==> src/rtl/piece_sequencer_pkg.sv <==
// Shared types for the game-flow slice: board geometry, move directions,
// cell colors, tetromino identities, and the small helpers used around them.
package piece_sequencer_pkg;

  localparam int unsigned BOARD_W = 10;
  localparam int unsigned BOARD_H = 20;

  typedef enum logic [1:0] {LEFT, RIGHT, DOWN, ROT_CW} direction_t;

  typedef enum logic [2:0] {
    EMPTY, CYAN, YELLOW, PURPLE, GREEN, RED, BLUE, ORANGE
  } block_color_t;

  typedef enum logic [2:0] {
    PIECE_I, PIECE_O, PIECE_T, PIECE_S, PIECE_Z, PIECE_J, PIECE_L
  } piece_t;

  function automatic block_color_t piece_color(input piece_t p);
    case (p)
      PIECE_I: return CYAN;
      PIECE_O: return YELLOW;
      PIECE_T: return PURPLE;
      PIECE_S: return GREEN;
      PIECE_Z: return RED;
      PIECE_J: return BLUE;
      PIECE_L: return ORANGE;
      default: return EMPTY;
    endcase
  endfunction

  // 3-bit maximal-length LFSR (x^3 + x^2 + 1); never reaches 0 from a non-zero seed.
  function automatic logic [2:0] lfsr_next(input logic [2:0] s);
    return {s[1:0], s[2] ^ s[1]};
  endfunction

endpackage

==> src/rtl/piece_sequencer_if.sv <==
// Board / input-decoder / line-clear connection bundle for the piece sequencer.
//   move_req/move_dir/move_ack : player move request handshake
//   probe_x/probe_y/probe_occ  : board read port (combinational occupancy)
//   x_block/y_block            : cells to draw, save_xblock/save_yblock: cells to erase
//   block, wr_en               : draw color and one-cycle write strobe
//   lock_req/lock_done         : line-clear engine handshake
// master = sequencer side, slave = environment side.
interface piece_sequencer_if;
  import piece_sequencer_pkg::*;

  logic         move_req;
  direction_t   move_dir;
  logic         move_ack;
  logic [4:0]   probe_x;
  logic [4:0]   probe_y;
  logic         probe_occ;
  logic [19:0]  x_block;
  logic [19:0]  y_block;
  logic [19:0]  save_xblock;
  logic [19:0]  save_yblock;
  block_color_t block;
  logic         wr_en;
  logic         lock_req;
  logic         lock_done;

  modport master (
    input  move_req, move_dir, probe_occ, lock_done,
    output move_ack, probe_x, probe_y, x_block, y_block,
           save_xblock, save_yblock, block, wr_en, lock_req
  );

  modport slave (
    output move_req, move_dir, probe_occ, lock_done,
    input  move_ack, probe_x, probe_y, x_block, y_block,
           save_xblock, save_yblock, block, wr_en, lock_req
  );
endinterface

==> src/rtl/piece_shape_rom.sv <==
// Combinational tetromino shape lookup: (piece, rotation, ox, oy) -> four
// absolute cells packed 5 bits each, cell0 in [19:15]. Coordinates wrap mod 32,
// so an origin left of column 0 is carried as a large value.
//   piece, rotation : shape selector
//   ox, oy          : 4x4 box origin
//   x_cells/y_cells : packed cell columns / rows
module piece_shape_rom
  import piece_sequencer_pkg::*;
(
  input  piece_t      piece,
  input  logic [1:0]  rotation,
  input  logic [4:0]  ox,
  input  logic [4:0]  oy,
  output logic [19:0] x_cells,
  output logic [19:0] y_cells
);

  logic [15:0] base;   // {dx0,dy0,dx1,dy1,dx2,dy2,dx3,dy3} at rotation 0
  logic [1:0]  span;   // box size - 1 used for rotation
  logic [1:0]  tx, ty, tmp;

  always_comb begin
    span = 2'd2;
    case (piece)
      PIECE_I: begin base = {2'd0,2'd1, 2'd1,2'd1, 2'd2,2'd1, 2'd3,2'd1}; span = 2'd3; end
      PIECE_O: base = {2'd1,2'd0, 2'd2,2'd0, 2'd1,2'd1, 2'd2,2'd1};
      PIECE_T: base = {2'd1,2'd0, 2'd0,2'd1, 2'd1,2'd1, 2'd2,2'd1};
      PIECE_S: base = {2'd1,2'd0, 2'd2,2'd0, 2'd0,2'd1, 2'd1,2'd1};
      PIECE_Z: base = {2'd0,2'd0, 2'd1,2'd0, 2'd1,2'd1, 2'd2,2'd1};
      PIECE_J: base = {2'd0,2'd0, 2'd0,2'd1, 2'd1,2'd1, 2'd2,2'd1};
      PIECE_L: base = {2'd2,2'd0, 2'd0,2'd1, 2'd1,2'd1, 2'd2,2'd1};
      default: base = '0;
    endcase

    x_cells = '0;
    y_cells = '0;
    tx = '0;
    ty = '0;
    tmp = '0;
    for (int unsigned i = 0; i < 4; i++) begin
      tx = base[15-4*i -: 2];
      ty = base[13-4*i -: 2];
      // Clockwise turn inside the box: (x, y) -> (span - y, x); O is symmetric.
      for (int unsigned r = 0; r < 3; r++) begin
        if (2'(r) < rotation && piece != PIECE_O) begin
          tmp = tx;
          tx  = span - ty;
          ty  = tmp;
        end
      end
      x_cells[19-5*i -: 5] = ox + {3'b000, tx};
      y_cells[19-5*i -: 5] = oy + {3'b000, ty};
    end
  end

endmodule

==> src/rtl/piece_sequencer.sv <==
// Game-flow controller: spawns pieces, applies gravity and player moves,
// probes the candidate position cell by cell through the board read port,
// commits erase/draw writes and hands landed pieces to the line-clear engine.
//   Clk, Reset  : clock, synchronous active-high reset
//   frame_tick  : 60 Hz pulse driving gravity
//   start       : leaves WAIT_START
//   game_over   : sticky spawn-collision flag
//   bus         : move handshake, board read/write port, lock handshake
module piece_sequencer
  import piece_sequencer_pkg::*;
#(
  parameter int unsigned GRAVITY_FRAMES = 48,
  parameter int unsigned SPAWN_X        = 3,
  parameter int unsigned SPAWN_Y        = 0
) (
  input  logic              Clk,
  input  logic              Reset,
  input  logic              frame_tick,
  input  logic              start,
  output logic              game_over,
  piece_sequencer_if.master bus
);

  localparam int unsigned GW = (GRAVITY_FRAMES > 1) ? $clog2(GRAVITY_FRAMES) : 1;
  localparam logic [GW-1:0] GRAV_LAST = GW'(GRAVITY_FRAMES - 1);

  typedef enum logic [2:0] {
    WAIT_START, SPAWN, PLAY, PROBE, COMMIT, LOCK, GAME_OVER
  } state_t;

  typedef enum logic [1:0] {TAG_SPAWN, TAG_GRAVITY, TAG_MOVE} tag_t;

  state_t      state;
  tag_t        tag;
  direction_t  cand_dir;
  piece_t      piece;
  logic [2:0]  lfsr;
  logic [GW-1:0] grav_cnt;
  logic [1:0]  rot, cand_rot, probe_idx;
  logic [4:0]  ox, oy, cand_ox, cand_oy;
  logic [19:0] cur_x, cur_y, cand_x, cand_y;
  logic        coll_acc;

  logic [4:0]  cell_x, cell_y;
  logic        is_self, cell_hit, grav_fire, any_hit, down_move;

  piece_shape_rom u_rom (
    .piece    (piece),
    .rotation (cand_rot),
    .ox       (cand_ox),
    .oy       (cand_oy),
    .x_cells  (cand_x),
    .y_cells  (cand_y)
  );

  always_comb begin
    cell_x  = '0;
    cell_y  = '0;
    is_self = 1'b0;
    for (int unsigned i = 0; i < 4; i++) begin
      if (probe_idx == 2'(i)) begin
        cell_x = cand_x[19-5*i -: 5];
        cell_y = cand_y[19-5*i -: 5];
      end
    end
    for (int unsigned i = 0; i < 4; i++) begin
      if (cur_x[19-5*i -: 5] == cell_x && cur_y[19-5*i -: 5] == cell_y)
        is_self = 1'b1;
    end
    // After a lock the old cells belong to the board, so a spawn never excludes them.
    cell_hit = (cell_x >= 5'(BOARD_W)) || (cell_y >= 5'(BOARD_H)) ||
               (bus.probe_occ && !(is_self && tag != TAG_SPAWN));
    any_hit   = coll_acc || cell_hit;
    grav_fire = frame_tick && (grav_cnt == GRAV_LAST);
    down_move = (tag == TAG_GRAVITY) || (tag == TAG_MOVE && cand_dir == DOWN);
  end

  assign bus.probe_x = (state == PROBE) ? cell_x : '0;
  assign bus.probe_y = (state == PROBE) ? cell_y : '0;

  always_ff @(posedge Clk) begin
    if (Reset) begin
      state           <= WAIT_START;
      tag             <= TAG_SPAWN;
      cand_dir        <= LEFT;
      piece           <= PIECE_I;
      lfsr            <= 3'b001;
      grav_cnt        <= '0;
      rot             <= '0;
      cand_rot        <= '0;
      probe_idx       <= '0;
      ox              <= '0;
      oy              <= '0;
      cand_ox         <= '0;
      cand_oy         <= '0;
      cur_x           <= '0;
      cur_y           <= '0;
      coll_acc        <= 1'b0;
      game_over       <= 1'b0;
      bus.move_ack    <= 1'b0;
      bus.x_block     <= '0;
      bus.y_block     <= '0;
      bus.save_xblock <= '0;
      bus.save_yblock <= '0;
      bus.block       <= EMPTY;
      bus.wr_en       <= 1'b0;
      bus.lock_req    <= 1'b0;
    end else begin
      bus.wr_en    <= 1'b0;
      bus.move_ack <= 1'b0;
      case (state)
        WAIT_START: if (start) state <= SPAWN;

        SPAWN: begin
          piece     <= piece_t'((lfsr == 3'd7) ? 3'd0 : lfsr);
          lfsr      <= lfsr_next(lfsr);
          rot       <= '0;
          cand_rot  <= '0;
          cand_ox   <= 5'(SPAWN_X);
          cand_oy   <= 5'(SPAWN_Y);
          tag       <= TAG_SPAWN;
          probe_idx <= '0;
          coll_acc  <= 1'b0;
          state     <= PROBE;
        end

        PLAY: begin
          cand_rot  <= rot;
          cand_ox   <= ox;
          cand_oy   <= oy;
          probe_idx <= '0;
          coll_acc  <= 1'b0;
          // The counter wraps when gravity fires so it cannot run past the compare value.
          if (frame_tick) grav_cnt <= grav_fire ? '0 : grav_cnt + GW'(1);
          if (grav_fire) begin
            cand_oy <= oy + 5'd1;
            tag     <= TAG_GRAVITY;
            state   <= PROBE;
          end else if (bus.move_req && !bus.move_ack) begin
            // The ack cycle is skipped so a still-held request is not taken twice.
            tag      <= TAG_MOVE;
            cand_dir <= bus.move_dir;
            state    <= PROBE;
            case (bus.move_dir)
              LEFT:   cand_ox  <= ox - 5'd1;
              RIGHT:  cand_ox  <= ox + 5'd1;
              DOWN:   cand_oy  <= oy + 5'd1;
              ROT_CW: cand_rot <= rot + 2'd1;
            endcase
          end
        end

        PROBE: begin
          coll_acc  <= any_hit;
          probe_idx <= probe_idx + 2'd1;
          if (probe_idx == 2'd3) begin
            if (!any_hit) begin
              bus.wr_en       <= 1'b1;
              bus.save_xblock <= (tag == TAG_SPAWN) ? cand_x : cur_x;
              bus.save_yblock <= (tag == TAG_SPAWN) ? cand_y : cur_y;
              bus.x_block     <= cand_x;
              bus.y_block     <= cand_y;
              bus.block       <= piece_color(piece);
              bus.move_ack    <= (tag == TAG_MOVE);
              cur_x <= cand_x;
              cur_y <= cand_y;
              rot   <= cand_rot;
              ox    <= cand_ox;
              oy    <= cand_oy;
              if (down_move) grav_cnt <= '0;
              state <= COMMIT;
            end else if (tag == TAG_SPAWN) begin
              game_over <= 1'b1;
              state     <= GAME_OVER;
            end else if (down_move) begin
              bus.lock_req <= 1'b1;
              bus.move_ack <= (tag == TAG_MOVE);
              state        <= LOCK;
            end else begin
              bus.move_ack <= 1'b1;
              state        <= PLAY;
            end
          end
        end

        COMMIT: state <= PLAY;

        LOCK: begin
          if (bus.lock_done) begin
            bus.lock_req <= 1'b0;
            state        <= SPAWN;
          end
        end

        GAME_OVER: state <= GAME_OVER;

        default: state <= WAIT_START;
      endcase
    end
  end

endmodule

==> src/flat_wrapper.sv <==
// flat-port wrapper written by rule: the top's interface ports become plain ports
module piece_sequencer_flat import piece_sequencer_pkg::*;
#(
  parameter int unsigned GRAVITY_FRAMES = 48,
  parameter int unsigned SPAWN_X        = 3,
  parameter int unsigned SPAWN_Y        = 0
)
  (Clk, Reset, frame_tick, start, game_over, bus_move_req, bus_move_dir, bus_probe_occ, bus_lock_done, bus_move_ack, bus_probe_x, bus_probe_y, bus_x_block, bus_y_block, bus_save_xblock, bus_save_yblock, bus_block, bus_wr_en, bus_lock_req);
  piece_sequencer_if bus_i ();
  input  logic Clk;
  input  logic Reset;
  input  logic frame_tick;
  input  logic start;
  output logic game_over;
  input wire logic [$bits(bus_i.move_req)-1:0] bus_move_req;
  input wire logic [$bits(bus_i.move_dir)-1:0] bus_move_dir;
  input wire logic [$bits(bus_i.probe_occ)-1:0] bus_probe_occ;
  input wire logic [$bits(bus_i.lock_done)-1:0] bus_lock_done;
  output wire logic [$bits(bus_i.move_ack)-1:0] bus_move_ack;
  output wire logic [$bits(bus_i.probe_x)-1:0] bus_probe_x;
  output wire logic [$bits(bus_i.probe_y)-1:0] bus_probe_y;
  output wire logic [$bits(bus_i.x_block)-1:0] bus_x_block;
  output wire logic [$bits(bus_i.y_block)-1:0] bus_y_block;
  output wire logic [$bits(bus_i.save_xblock)-1:0] bus_save_xblock;
  output wire logic [$bits(bus_i.save_yblock)-1:0] bus_save_yblock;
  output wire logic [$bits(bus_i.block)-1:0] bus_block;
  output wire logic [$bits(bus_i.wr_en)-1:0] bus_wr_en;
  output wire logic [$bits(bus_i.lock_req)-1:0] bus_lock_req;
  assign bus_i.move_req = bus_move_req;
  assign bus_i.move_dir = bus_move_dir;
  assign bus_i.probe_occ = bus_probe_occ;
  assign bus_i.lock_done = bus_lock_done;
  assign bus_move_ack = bus_i.move_ack;
  assign bus_probe_x = bus_i.probe_x;
  assign bus_probe_y = bus_i.probe_y;
  assign bus_x_block = bus_i.x_block;
  assign bus_y_block = bus_i.y_block;
  assign bus_save_xblock = bus_i.save_xblock;
  assign bus_save_yblock = bus_i.save_yblock;
  assign bus_block = bus_i.block;
  assign bus_wr_en = bus_i.wr_en;
  assign bus_lock_req = bus_i.lock_req;
  piece_sequencer #(.GRAVITY_FRAMES(GRAVITY_FRAMES), .SPAWN_X(SPAWN_X), .SPAWN_Y(SPAWN_Y)) u_core (.Clk(Clk), .Reset(Reset), .frame_tick(frame_tick), .start(start), .game_over(game_over), .bus(bus_i));
endmodule
==> config.mk <==
export PLATFORM = sky130hd
export DESIGN_NAME = piece_sequencer_flat
export DESIGN_NICKNAME = d
export VERILOG_FILES = /design/src/rtl/piece_sequencer_pkg.sv /design/src/rtl/piece_sequencer_if.sv /design/src/rtl/piece_shape_rom.sv /design/src/rtl/piece_sequencer.sv /design/src/flat_wrapper.sv
export SDC_FILE = /design/constraint.sdc
export NUM_CORES = 1
export LEC_CHECK = 0
export ABC_AREA = 1
export BUFFER_PORTS_ARGS = -buffer_cell sky130_fd_sc_hd__buf_2
export CORE_UTILIZATION = 30
export DETAILED_ROUTE_END_ITERATION = 8
export PLACE_DENSITY_LB_ADDON = 0.08
export SLEW_MARGIN = 10
export SYNTH_ARGS = -nofsm -noshare
export SYNTH_HDL_FRONTEND = slang
export SYNTH_SLANG_ARGS = --single-unit
==> constraint.sdc <==
create_clock -name Clk -period 12.89 [get_ports Clk]
set_input_delay 2.578 -clock Clk [delete_from_list [all_inputs] [get_ports Clk]]
set_output_delay 2.578 -clock Clk [all_outputs]
set_load 0.05 [all_outputs]
## Word level (Yosys, flattened, before mapping)

Index checks and enable logic that the tools add are counted.

- Add/sub/neg operators: 26
- $lt $le $gt $ge: 5
- Equal/unequal tests: 41
- Multiplexer cells: 89
- Bitwise operators: 5
- Reduce and logical (&&, ||, !) cells: 39

Operators by type and width:

| kind | count |
|---|---|
| one-hot mux 16 bit (7 select lines) | 1 |
| 2-to-1 mux 5 bit | 15 |
| 2-to-1 mux 2 bit | 31 |
| one-hot mux 3 bit (7 select lines) | 2 |
| adder 5 x 2 -> 5 bit | 8 |
| equality test 5 bit | 8 |
| 2-to-1 mux 20 bit | 2 |
| 2-to-1 mux 6 bit | 5 |
| one-hot mux 5 bit (2 select lines) | 3 |
| 2-to-1 mux 3 bit | 9 |
| subtractor 2 bit | 12 |
| equality test 3 bit (second input constant) | 7 |
| one-hot mux 2 bit (2 select lines) | 4 |
| 2-to-1 mux 1 bit | 14 |
| equality test 2 bit (second input constant) | 6 |
| equality test 3 x 2 -> 1 bit (second input constant) | 4 |
| logical AND 1 bit | 12 |
| one-hot mux 6 bit (2 select lines) | 1 |
| nonzero test 2 bit | 6 |
| adder 5 x 1 -> 5 bit (second input constant) | 2 |
| != test 2 bit (second input constant) | 5 |
| AND reduction 3 bit | 3 |
| AND reduction 4 bit | 2 |
| adder 6 x 1 -> 6 bit (second input constant) | 1 |
| 23 further kinds | 42 |

- Flip-flop bits (word level): 133
- Output and inout bits: 97
- Logic and storage cells: 228

## Longest topological paths before layout

- Depth after elaboration: 26
- Mapped depth: 39
- Gate-level depth less buffers: 37

## Cells and area by module

A second synthesis with hierarchy kept.

- Cells, all modules: 1362
- Area, all modules: 8713.4 um^2

Modules (own cells, without submodules):

| module | instances | cells an instance | area an instance (um^2) | sequential area each (um^2) |
|---|---|---|---|---|
| piece_sequencer | 1 | 1105 | 7098.1 | 2662.6 |
| piece_shape_rom | 1 | 257 | 1615.3 | 0.0 |

## Worst setup path after synthesis

Ideal clock, no wire load.

- Path type: register to output
- Start point: reg u_core.piece[0]
- End point: out bus_probe_x[4]
- Arrival time: 4148 ps
- Data required time: 10312 ps
- Path slack: 6164 ps
- Cell stages (with the launch flop): 23
- Buffers on the path: 0
- Path through: dfxtp_1 -> inv_1 -> ha_1 -> inv_1 -> nor2_1 -> inv_1 -> ha_1 -> inv_1 -> nor2_1 -> a21oi_1 -> xor2_1 -> nand2_1 -> o21ai_0 -> ha_1 -> inv_1 -> fa_1 -> nor2_2 -> xor2_2 -> nand2_1 -> nand3_2 -> nand2_4 -> inv_2 -> nor2_1

- Cells in the longest elaborated chain, start to end: 13

RTL lines:

| what | line | RTL |
|---|---|---|
| start, declared | piece_sequencer.sv:36 | `piece_t piece;` |
| start signal, assigned | piece_sequencer.sv:115 | `piece <= piece_t'((lfsr == 3'd7) ? 3'd0 : lfsr);` |
| equality test 3 bit (tied with other cells) | piece_shape_rom.sv:24 | `case (piece)` |
| one-hot mux 16 bit (7 select lines) / 2-to-1 mux 1 bit (equally long branches) | piece_shape_rom.sv:24 |  |
| subtractor 2 bit | piece_shape_rom.sv:47 | `tx = span - ty;` |
| 2-to-1 mux 2 bit (2 in a row) | piece_shape_rom.sv:45 | `if (2'(r) < rotation && piece != PIECE_O) begin` |
| subtractor 2 bit | piece_shape_rom.sv:47 |  |
| 2-to-1 mux 2 bit | piece_shape_rom.sv:45 |  |
| adder 5 x 2 -> 5 bit | piece_shape_rom.sv:51 | `x_cells[19-5*i -: 5] = ox + {3'b000, tx};` |
| 2-to-1 mux 5 bit (3 in a row) | piece_sequencer.sv:61 | `if (probe_idx == 2'(i)) begin` |
| 2-to-1 mux 5 bit * | piece_sequencer.sv:61 |  |
| 2-to-1 mux 5 bit * | piece_sequencer.sv:78 | `assign bus.probe_x = (state == PROBE) ? cell_x : '0;` |
| end, declared | flat_wrapper.sv:20 | `output wire logic [$bits(bus_i.probe_x)-1:0] bus_probe_x;` |

Every way passes the cells marked *; elsewhere a longest branch is shown, timed or not.

## Final worst setup path

- Start point: reg u_core.piece[1]
- End point: out bus_probe_x[2]

Same word-level chain as after synthesis.

==> flow_summary.ini <==
[clock_tree]
clk-insertion-delay-late_ps = 430
tritoncts = yes
clk_pin_slew_ps = 70
htreeDepth = 4
cts.sinks = 133
numCtsBuffers = 17
cts_root_buf = clkbuf_16
cts-hold-fix-buffers = 0
cts_resized = 0
postCtsSetupRepairBufs = 0
clock_path_buffers = 2

[timing]
fin_crit_sh_pct = 61.57
finalCriticalPeriod_ps = 7937
setup_tns_ps = 0
rsz0062_at_grt = false
fmax_mhz = 126.0
hold_viol = 0
slew_viol_final = 0
setup_viol = 0
slew_headroom_pct = 33.74
holdWs_ps = 465.2
tightest_slew_ps = 993.9
clock-skew-final_ps = 16.36

[drt]
vias_per_cell = 4.885
vias = 8553
drc_errors = 0
drtIter0Drc = 465
wl_per_cell_um = 17.02
dr.pass1.iters = 5
wl_mm = 29.81
antenna_left = 0

[logic_synthesis]
synth_xor_area_share_pct = 2.160
synth_fa_ha_area_share_pct = 7.161
ys_seq_elements = 133
yosysSeqAreaShare_pct = 31.48
syn_avg_cell_area_sq_um = 6.571
synth-compound-area-share_pct = 21.14
synth_top_area_cell = dfxtp_1
synth_top_family_by_area = simple AND/OR/NAND/NOR gates
async_flop_share_pct = 0
syn-cell-area_sq_um = 8457
synth_ff_type = dfxtp_1
synth.top_cell.area_share_pct = 31.48
syn-num-nets = 1339
synthMuxAreaShare_pct = 0.3551
synth_simple_gate_area_share_pct = 27.16
syn-instance-count = 1287
synthTopCellsByArea = dfxtp_1, nand2_1, a21oi_1
synth_edf_count = 0
synth_warnings = 0
synth.distinct_cells = 49

[critical_path]
required_ps = 10310
crit_top_cell = inv_1
critPathLaunchType = flip-flop
crit_chain = inv_1 > ha_1 > inv_1 > nor2_1 > nor2_1 > nor2_1 > inv_1 > a21oi_1 > inv_1 > o21ai_0 > a21oi_1 > a221o_1 > o21ai_0 > ha_1 > inv_1 > fa_1 > xor2_1 > nand2_1 > nand3_2 > nand2_2 > inv_2 > nor2_1 > buf_2
critPathSlowestCell = nor2_1
cp_max_fo = 13
crit_path_end_kind = output port
crit_type = reg -> out
critPathMaxStageDelay_ps = 700
critPathArrivalTime_ps = 5360

[final_layout]
flow.area_growth_from_synthesis_pct = 16.05
design_area_sq_um = 9814
nNetsFinal = 1413
drive_gt1_share_pct = 13.18
stdcell_count = 1751
diodes = 0

[global_routing]
grt.total_usage_pct = 21.26
grt_max_degree = 97
antenna_found_initial = 0
grt_first_pass_wirelength_mm = 46.72
grt_pass1_vias = 7959
grt.overflow.total = 0

[outcome]
status = finished clean

[floorplanning]
die_area_sq_um = 28860
die_w_um = 169.9
ios = 106
coreArea_sq_um = 27780
start_util_pct = 30.44
rows = 61
die_h_um = 169.9

[run]
maxCapViolCount = 0

[placement]
placed_cells = 1720
gp_congestion = 0.9116
post-dp-hpwl_mm = 21.62
placed_cell_area_sq_um = 9236
io_buffers = 105

[pwr]
p_leak_nw = 4.600
ir_drop_mv = 0.09867
power.density_nw_per_um2 = 171.4

[hold_path]
hold_path.class = reg -> reg
cells in the mapped netlist, types with 5 or more instances:
cell type,count
nand2_1,299
inv_1,150
a21oi_1,149
o21ai_0,138
dfxtp_1,133
nand3_1,111
nor2_1,78
ha_1,34
clkbuf_1,32
buf_2,19
o21ai_1,17
xor2_1,12
nand2_2,10
fa_1,9
inv_2,8
nand3b_1,7
xnor2_1,7
a31oi_1,6
buf_6,5
o211ai_1,5
stage by stage:
step / total power (W) / utilization [%] / worst slack (ps)
floorplan: 0.0009507 / - / 6164
global placement: 0.001195 / 33.25 / 5507
detailed placement: 0.001188 / 33.25 / 5443
CTS: 0.001698 / 35.33 / 4985
global route: 0.001806 / 35.33 / 4414
finish: 0.001682 / 35.33 / 4953
flip-flops by register name, summed over array words and instances (netlist names), 2 cells and up:
signal,flops
u_core.piece,3
u_core.bus.y_block,20
u_core.probe_idx,2
u_core.oy,5
u_core.cur_x,20
u_core.tag,2
u_core.cand_rot,2
u_core.ox,5
u_core.cand_oy,5
u_core.rot,2
u_core.bus.save_xblock,20
u_core.lfsr,3
u_core.state,3
u_core.grav_cnt,6
u_core.bus.save_yblock,20
u_core.cand_dir,2
u_core.cand_ox,5
u_core.bus.block,3
report_power, final:
part / total, W / internal (W) / switching, W
registers: 0.000457 / 0.000430 / 0.0000277
logic: 0.000724 / 0.000221 / 0.000503
clock network: 0.000502 / 0.000287 / 0.000214
worst paths after layout:
kind	start	endpoint	slack (ps)	cells past startpoint
max	u_core.piece[1]	bus_probe_x[2]	4950	23
min	u_core.grav_cnt[5]	u_core.grav_cnt[5]	470	2
max reg2reg	u_core.piece[1]	u_core.bus.block[2]	5740	33
min reg2reg	u_core.grav_cnt[5]	u_core.grav_cnt[5]	470	2
area by class of cell:
class / count / area, sq um
Sequential cell: 133 / 2663
Clock inverter: 13 / 148.9
Multi-Input combinational cell: 935 / 4911
Tap cell: 378 / 473.0
Clock buffer: 18 / 429.2
Inverter: 161 / 604.3
Timing Repair Buffer: 113 / 585.6
Fill cell: 3131 / 17970
routing by layer:
layer,up-vias,global-route usage (%),wire [um]
li1,4388,-,-
met3,26,2.651,1093
met4,0,6.150,484
met5,-,0,0
met1,3953,29.18,14730
met2,186,34.73,13500
worst max-delay path: cells and delay by family (launching register included):
family / cells / cell delay [ps]
AO/OA/AOI/OAI: 5 / 970
adder cells (fa/ha/maj): 3 / 860
buffers and inverters: 7 / 880
AND/OR/NAND/NOR: 7 / 1650
flip-flops: 1 / 340
XOR/XNOR: 1 / 200
logic make-up (layout without fill, tap and decap cells):
group | count (synthesis) | in the layout
mux | 3 | 3
simple gates | 533 | 533
fa+ha+maj | 43 | 43
buf+inv | 219 | 305
flops | 133 | 133
xor+xnor | 20 | 20
compound gates | 336 | 336
cell usage in the layout, fill, tap and decap left out, types with 2 or more instances in the layout:
cell        count
nand2_1       299
inv_1         150
a21oi_1       149
o21ai_0       138
dfxtp_1       133
nand3_1       111
buf_2         105
nor2_1         77
ha_1           34
o21ai_1        17
clkbuf_16      17
xor2_1         12
nand2_2        10
inv_2           9
fa_1            9
buf_4           8
xnor2_1         7
nand3b_1        7
a31oi_1         6
o211ai_1        5
inv_6           5
a211oi_1        4
nor3_1          4
nand3_2         4
and2_1          4
or2_2           4
o21bai_1        3
mux2i_1         3
nand4_1         3
clkinvlp_4      3
a221oi_1        2
o31ai_1         2
o22ai_1         2
nor2_2          2
clkinv_1        2
nand2_4         2
nor2_4          2
clkinv_4        2
bufinv_16       2
No activity file was read; power rests on OpenSTA's default activity.
